<file path="src/rtl/dsp_mac_pkg.sv">
// dsp_mac_pkg: width helpers, control bundles and saturation constants for the MAC slice
package dsp_mac_pkg;
   localparam int SATW = 128;
   typedef struct packed {
      logic pre_en;
      logic pre_sub;
   } pre_t;
   typedef struct packed {
      logic load;
      logic acc_sub;
   } ctl_t;
   function automatic int max(input int a, input int b);
      return a > b ? a : b;
   endfunction
   function automatic int clog2(input int n);
      int r;
      r = 0;
      for (int i = 0; i < 31; i++) if ((1 << i) < n) r = i + 1;
      return r;
   endfunction
   function automatic int prew(input int bw, input int dw);
      return max(bw, dw) + 1;
   endfunction
   function automatic int mw(input int aw, input int bw, input int dw);
      return aw + prew(bw, dw);
   endfunction
   function automatic int chw(input int nch);
      return max(1, clog2(nch));
   endfunction
   function automatic logic [SATW-1:0] sat_min(input int pw);
      return SATW'(1) << (pw - 1);
   endfunction
   function automatic logic [SATW-1:0] sat_max(input int pw);
      return sat_min(pw) - SATW'(1);
   endfunction
endpackage

</file>
<file path="src/rtl/dsp_acc_bank.sv">
// dsp_acc_bank: per-channel accumulator registers with one read port, one write port and bulk clear
module dsp_acc_bank
   import dsp_mac_pkg::*;
#(
   parameter int PW  = 48,
   parameter int NCH = 4,
   parameter int CHW = chw(NCH)
) (
   input  logic           clk,
   input  logic           rst,
   input  logic           en,
   input  logic           clr,
   input  logic           we,
   input  logic [CHW-1:0] wa,
   input  logic [PW-1:0]  wd,
   input  logic [CHW-1:0] ra,
   output logic [PW-1:0]  rd
);
   logic [PW-1:0] mem_q [NCH];
   logic [PW-1:0] mem_d [NCH];
   always_comb begin
      for (int i = 0; i < NCH; i++) mem_d[i] = clr ? '0 : (we && wa == CHW'(i)) ? wd : mem_q[i];
   end
   always_ff @(posedge clk) begin
      if (rst) mem_q <= '{default: '0};
      else if (en) mem_q <= mem_d;
   end
   assign rd = mem_q[ra];
endmodule

</file>
<file path="src/rtl/dsp_mac_acc.sv">
// dsp_mac_acc: pipelined signed pre-add/multiply/accumulate slice with a per-channel accumulator bank
module dsp_mac_acc
   import dsp_mac_pkg::*;
#(
   parameter int AW  = 18,
   parameter int BW  = 18,
   parameter int DW  = 18,
   parameter int PW  = 48,
   parameter int NCH = 4,
   parameter bit SAT = 1'b1,
   localparam int CHW = chw(NCH)
) (
   input  logic                 CLK,
   input  logic                 RST,
   input  logic                 EN,
   input  logic                 CLR,
   input  logic                 IN_VALID,
   input  logic [CHW-1:0]       IN_CH,
   input  logic signed [AW-1:0] A,
   input  logic signed [BW-1:0] B,
   input  logic signed [DW-1:0] D,
   input  logic signed [PW-1:0] C,
   input  logic                 PRE_EN,
   input  logic                 PRE_SUB,
   input  logic                 LOAD,
   input  logic                 ACC_SUB,
   output logic                 OUT_VALID,
   output logic [CHW-1:0]       OUT_CH,
   output logic signed [PW-1:0] P,
   output logic                 OVF
);
   localparam int PREW = prew(BW, DW);
   localparam int MW = mw(AW, BW, DW);
   localparam logic [PW-1:0] SMAX = PW'(sat_max(PW));
   localparam logic [PW-1:0] SMIN = PW'(sat_min(PW));
   // beat tag that travels unchanged alongside the datapath until the accumulate stage
   typedef struct packed {
      logic                 v;
      logic [CHW-1:0]       ch;
      ctl_t                 ctl;
      logic signed [PW-1:0] c;
   } tag_t;
   tag_t tag_q [4];
   tag_t tag_d [4];
   pre_t pre1_q, pre1_d;
   logic signed [AW-1:0] a1_q, a1_d, a2_q, a2_d;
   logic signed [BW-1:0] b1_q, b1_d;
   logic signed [DW-1:0] d1_q, d1_d;
   logic signed [PREW-1:0] x2_q, x2_d;
   logic signed [MW-1:0] m3_q, m3_d;
   logic signed [PW-1:0] m4_q, m4_d, p_q, p_d, base, res;
   logic [PW-1:0] bank_rd;
   logic signed [PW:0] sum;
   logic ov_q, ov_d, ovf_q, ovf_d, hit;
   logic [CHW-1:0] och_q, och_d;
   always_comb begin
      tag_d[0] = '{v: IN_VALID, ch: IN_CH, ctl: '{load: LOAD, acc_sub: ACC_SUB}, c: C};
      for (int i = 1; i < 4; i++) tag_d[i] = tag_q[i-1];
      pre1_d = '{pre_en: PRE_EN, pre_sub: PRE_SUB};
      a1_d = A;
      b1_d = B;
      d1_d = D;
      a2_d = a1_q;
      x2_d = !pre1_q.pre_en ? PREW'(b1_q) :
             pre1_q.pre_sub ? PREW'(d1_q) - PREW'(b1_q) : PREW'(d1_q) + PREW'(b1_q);
      m3_d = MW'(a2_q) * MW'(x2_q);
      m4_d = PW'(m3_q);
      base = tag_q[3].ctl.load ? tag_q[3].c : bank_rd;
      sum = tag_q[3].ctl.acc_sub ? (PW+1)'(base) - (PW+1)'(m4_q) : (PW+1)'(base) + (PW+1)'(m4_q);
      hit = sum[PW] != sum[PW-1];
      res = (SAT && hit) ? (sum[PW] ? SMIN : SMAX) : sum[PW-1:0];
      ov_d = tag_q[3].v;
      p_d = ov_d ? res : p_q;
      och_d = ov_d ? tag_q[3].ch : och_q;
      ovf_d = ov_d ? hit : ovf_q;
   end
   always_ff @(posedge CLK) begin
      if (RST) begin
         for (int i = 0; i < 4; i++) tag_q[i].v <= 1'b0;
         ov_q <= 1'b0;
         och_q <= '0;
         p_q <= '0;
         ovf_q <= 1'b0;
      end else if (EN) begin
         tag_q <= tag_d;
         ov_q <= ov_d;
         och_q <= och_d;
         p_q <= p_d;
         ovf_q <= ovf_d;
      end
   end
   always_ff @(posedge CLK) begin
      if (EN) begin
         pre1_q <= pre1_d;
         a1_q <= a1_d;
         b1_q <= b1_d;
         d1_q <= d1_d;
         a2_q <= a2_d;
         x2_q <= x2_d;
         m3_q <= m3_d;
         m4_q <= m4_d;
      end
   end
   // read and write share the S4 channel, so the next beat always sees this beat's update
   dsp_acc_bank #(.PW(PW), .NCH(NCH), .CHW(CHW)) u_bank (
      .clk(CLK),
      .rst(RST),
      .en(EN),
      .clr(CLR),
      .we(tag_q[3].v),
      .wa(tag_q[3].ch),
      .wd(res),
      .ra(tag_q[3].ch),
      .rd(bank_rd)
   );
   assign OUT_VALID = ov_q;
   assign OUT_CH = och_q;
   assign P = p_q;
   assign OVF = ovf_q;
endmodule

</file>
<file path="config.mk">
export PLATFORM = sky130hd
export DESIGN_NAME = dsp_mac_acc
export DESIGN_NICKNAME = d
export VERILOG_FILES = /design/src/rtl/dsp_mac_pkg.sv /design/src/rtl/dsp_acc_bank.sv /design/src/rtl/dsp_mac_acc.sv
export SDC_FILE = /design/constraint.sdc
export NUM_CORES = 2
export LEC_CHECK = 0
export ABC_AREA = 1
export CAP_MARGIN = 10
export CELL_PAD_IN_SITES_DETAIL_PLACEMENT = 2
export CELL_PAD_IN_SITES_GLOBAL_PLACEMENT = 2
export CORE_UTILIZATION = 40
export DETAILED_ROUTE_END_ITERATION = 10
export PLACE_DENSITY_LB_ADDON = 0.05
export SETUP_SLACK_MARGIN = 0.02
export SLEW_MARGIN = 10
export SYNTH_ARGS = -nofsm -noshare
export SYNTH_HDL_FRONTEND = slang
export SYNTH_SLANG_ARGS = --single-unit
</file>
<file path="constraint.sdc">
create_clock -name CLK -period 11.81 [get_ports CLK]
set_input_delay 1.181 -clock CLK [delete_from_list [all_inputs] [get_ports CLK]]
set_output_delay 1.181 -clock CLK [all_outputs]
set_load 0.05 [all_outputs]
</file>
==> metrics.md <==
| Metric | Value |
|---|---|
| Run status | `finished, final reports clean` |
| Iteration-0 DRC count of the detailed router | `~1600` |
| Number of buffers on the longest clock path | `3` |
| Antenna diode instance count | `0` |
| Number of endpoints failing setup at the final stage | `0` |
| Setup repair after global routing missed its margin | `no` |
| Synthesized instance count | `4721` |
| Global-route wire length before repair | `approximately 220000 µm` |
| Number of instances on the worst hold path | `0` |
| Floorplan die area | `about 110000 µm²` |
| Combined area of the multi-input logic cells | `between 20000 and 25000 µm²` |
| Area growth, synth to finish | `12.6%` |
| Worst Setup Path Type | `reg2reg` |
| Count of nets left with antenna violations after detail routing | `0` |
| Adder and majority cell fraction of the synthesized area | `21.3%` |
| Die width | `327 µm` |
| Number of nets at the end of the flow | `~5400` |
| Remaining DRCs | `0` |
| Yosys top cell by area | `edfxtp_1` |
| Post-synth net total | `between 5000 and 6000` |
| Average instance area after synthesis | `between 8 and 9 µm²` |
| Total Negative Setup Slacks | `0 ns` |
| Dominant synthesized flop cell | `edfxtp_1` |
| Max-cap viol count | `0` |
| Combined global-route utilization of all metal layers | `roughly 27%` |
| Data arrival at the endpoint of the critical path | `7.16 ns` |
| Synth Area in Compound Gates | `roughly 9%` |
| Ports | `approximately 170` |
| Type of destination of the critical path | `flip-flop` |
| Parity-gate share of the synthesized area counting xor and xnor cells | `~2.8%` |
| Startpoint types | `flip-flop` |
| Share of the synthesized area in the top cell type | `around a quarter` |
| Final GP Congestion | `0.892` |
| Number of antenna violations at the first check in global routing | `2` |
| Hold Vio Cnt, Final | `0` |
| Reg area | `between 15000 and 20000 µm²` |
| Post CTS Setup Buffer Count | `0` |
| Count of pins over their slew limit | `0` |
| TritonRoute pass-1 iters | `5` |
| Ratio of cells with drive above 1 in the final layout | `9.00%` |
| Max Fanout on Critical Path | `19` |
| Cell depth of the worst flop-to-flop path | `23` |
| Overflow left after global routing | `0` |
| Number of distinct library cell variants in the gate-level netlist after synthesis | `50` |
| Share of synthesized area occupied by flip-flops and latches | `a little under two fifths` |
| Number of H-tree levels | `3` |
| Initial Utilization | `between 40% and 50%` |
| Transition time at the pin with the least slew margin | `approximately 1.2 ns` |
| Placed wire-length estimate after detailed placement | `between 100000 and 150000 µm` |
| Area of the mapped netlist | `between 40000 and 50000 µm²` |
| Count of yosys warnings during synthesis | `0` |
| Simple-gate share of the synthesized area | `around a fifth` |
| Dominant combinational cell family by area after synthesis | `adder cells` |
| # hold bufs at CTS | `0` |
| Count of cells resized by post-cts repair | `0` |
| Number of vias per cell after detailed routing | `between 5 and 6` |
| Vias in the first global route | `between 30000 and 40000` |
| Vias post-DR | `32572` |
| Fill cells | `~11000` |
| Share of flip-flops with an asynchronous set or reset | `0%` |
| Number of port buffers | `164` |
| Top post-synthesis cells by area | `edfxtp_1 27%, fa_1 16%, dfxtp_1 12%` |
| Clk Latency, worst-skew pair | `~0.67 ns` |
| Clock period minus final worst setup slack | `6.76 ns` |
| Clock edge transition at the registers on the reported setup and hold paths | `0.07 ns` |
| Clock buffer count from CTS | `72` |
| Largest net degree at the start of global routing | `roughly 170` |
| Flops & latches, synth | `just over 600` |
| Largest clock skew in the final design | `about 0.027 ns` |
| Clk sink count | `~620` |
| Final Routed Wirelength | `around 140000 µm` |
| Die height | `approximately 330 µm` |
| Standard-cell rows | `~120` |
| Max Clk Rate | `148 MHz` |
| CTS tree | `yes` |
| WP data required | `12.21 ns` |
| Final cycle utilization of the critical path | `a little under three fifths` |
| Routed WL per cell | `22.9 µm` |
| Mux contribution to synthesized area | `0%` |
| Worst min-delay path category | `reg2reg` |
| Rel. slew slack | `~17%` |
| Area of the core | `~100000 µm²` |
| Root Buffer | `clkbuf_16` |
| Number of synthesized flops with an enable pin | `approximately 380` |
path summary, 6_finish.rpt:
path,startpoint,to,slack (ns)
worst min register to register,m3_q[21],m4_q[21],0.40
worst max-delay path,a2_q[1],m3_q[35],5.05
worst max register to register,a2_q[1],m3_q[35],5.05
worst min-delay path,m3_q[21],m4_q[21],0.40
synthesized netlist by cell type (all sizes together) (7+ instances only):
library cell  instances
a21oi               323
edfxtp              375
xnor2                60
or2                   7
nor2                351
a31oi                17
ha                  163
nand4                37
clkbuf              162
nor3                 20
o21ai               162
nand2              1109
o211ai                7
nand3               258
dfxtp               248
fa                  347
buf                  59
xor2                 75
o21bai               21
a41oi                23
a22oi                45
inv                 824
cell type report:
class	instances	share of cell area (%)
multi-input combinational	3053	46.5
sequential	623	34.1
inverter	824	6.52
clock buffer	93	4.12
timing repair buffer	198	4.03
tap	1380	3.63
clock inverter	41	1.14
flip-flops by register name, indices dropped and copies added, names as in the netlist, 18 cells and up:
register and count:
P 48, a1_q 18, a2_q 18, b1_q 18
d1_q 18, m3_q 37, m4_q 37, tag_d 159
tag_q 52, u_bank.mem_q 192, x2_q 19
kinds of logic after synthesis:
logic type                 count (synthesis)
buffers and inverters                   1045
DFF                                      623
and+or+nand+nor                         1792
adders and majority gates                510
xor gates and xnor gates                 135
AOI/OAI and AO/OA                        616
worst max-delay path, stage by stage, from the launching register on:
cell	delay, ns
edfxtp_1	0.91
nand2_1	0.15
inv_1	0.15
fa_1	0.48
inv_1	0.21
fa_1	0.45
inv_1	0.10
ha_1	0.45
inv_1	0.26
fa_1	0.55
inv_1	0.06
fa_1	0.52
inv_1	0.05
fa_1	0.47
inv_1	0.04
ha_1	0.35
nand2_1	0.11
nor2_1	0.11
inv_1	0.06
nor3_1	0.24
nand4_1	0.14
o211ai_1	0.34
a21oi_1	0.13
xor2_1	0.16
through the flow:
stage | util (%) | std cells | hold slack [ns] | setup slack [ns] | cell area (µm²)
after floorplan | - | 4721 | 0.400 | 0.806 | 42300
after global placement | 43.3 | 6078 | 0.401 | 5.24 | 45100
after detailed placement | 43.3 | 6078 | 0.405 | 4.98 | 45100
after CTS | 45.7 | 6212 | 0.400 | 4.95 | 47600
after global routing | 45.7 | 6212 | 0.411 | 4.63 | 47600
final | 45.7 | 6212 | 0.397 | 5.05 | 47600
per-layer routing:
metal	wire [µm]	GRT usage (%)	vias to the layer above	share of wire [%]
met5	13	0	-	0.0091
met4	3300	6.94	2	2.3
met3	4390	3.00	167	3.1
met2	73500	49.1	518	52
met1	61300	33.9	16881	43
li1	-	-	15004	-
cells in the final DEF, fill, tap and decap left out, types with 6 or more instances in the layout:
master and instances:
a22oi_1 45, o21ai_0 109, nand3_1 174, nor2_1 333, clkbuf_8 8, buf_4 33
a31oi_1 17, clkinv_2 15, inv_1 786, nand4_1 36, nor4_1 6, o21ai_1 35
clkdlybuf4s50_1 162, inv_2 35, o211ai_1 7, or2_2 6, nand2_8 20, a21o_1 6
clkbuf_1 13, clkinv_1 8, o21bai_1 21, nand3_2 84, a41oi_1 23, dfxtp_1 248
xor2_1 75, clkbuf_16 72, bufinv_16 10, edfxtp_1 375, xnor2_1 60, nand2_1 1074
a21oi_2 81, nor2_2 12, fa_1 347, o21ai_2 18, nand2_2 12, ha_1 163
a21oi_1 239, nor3_1 18
Power is left out: the tool's default activity adds up to more than one toggle a clock period on the data nets, which glitch-free logic cannot reach.
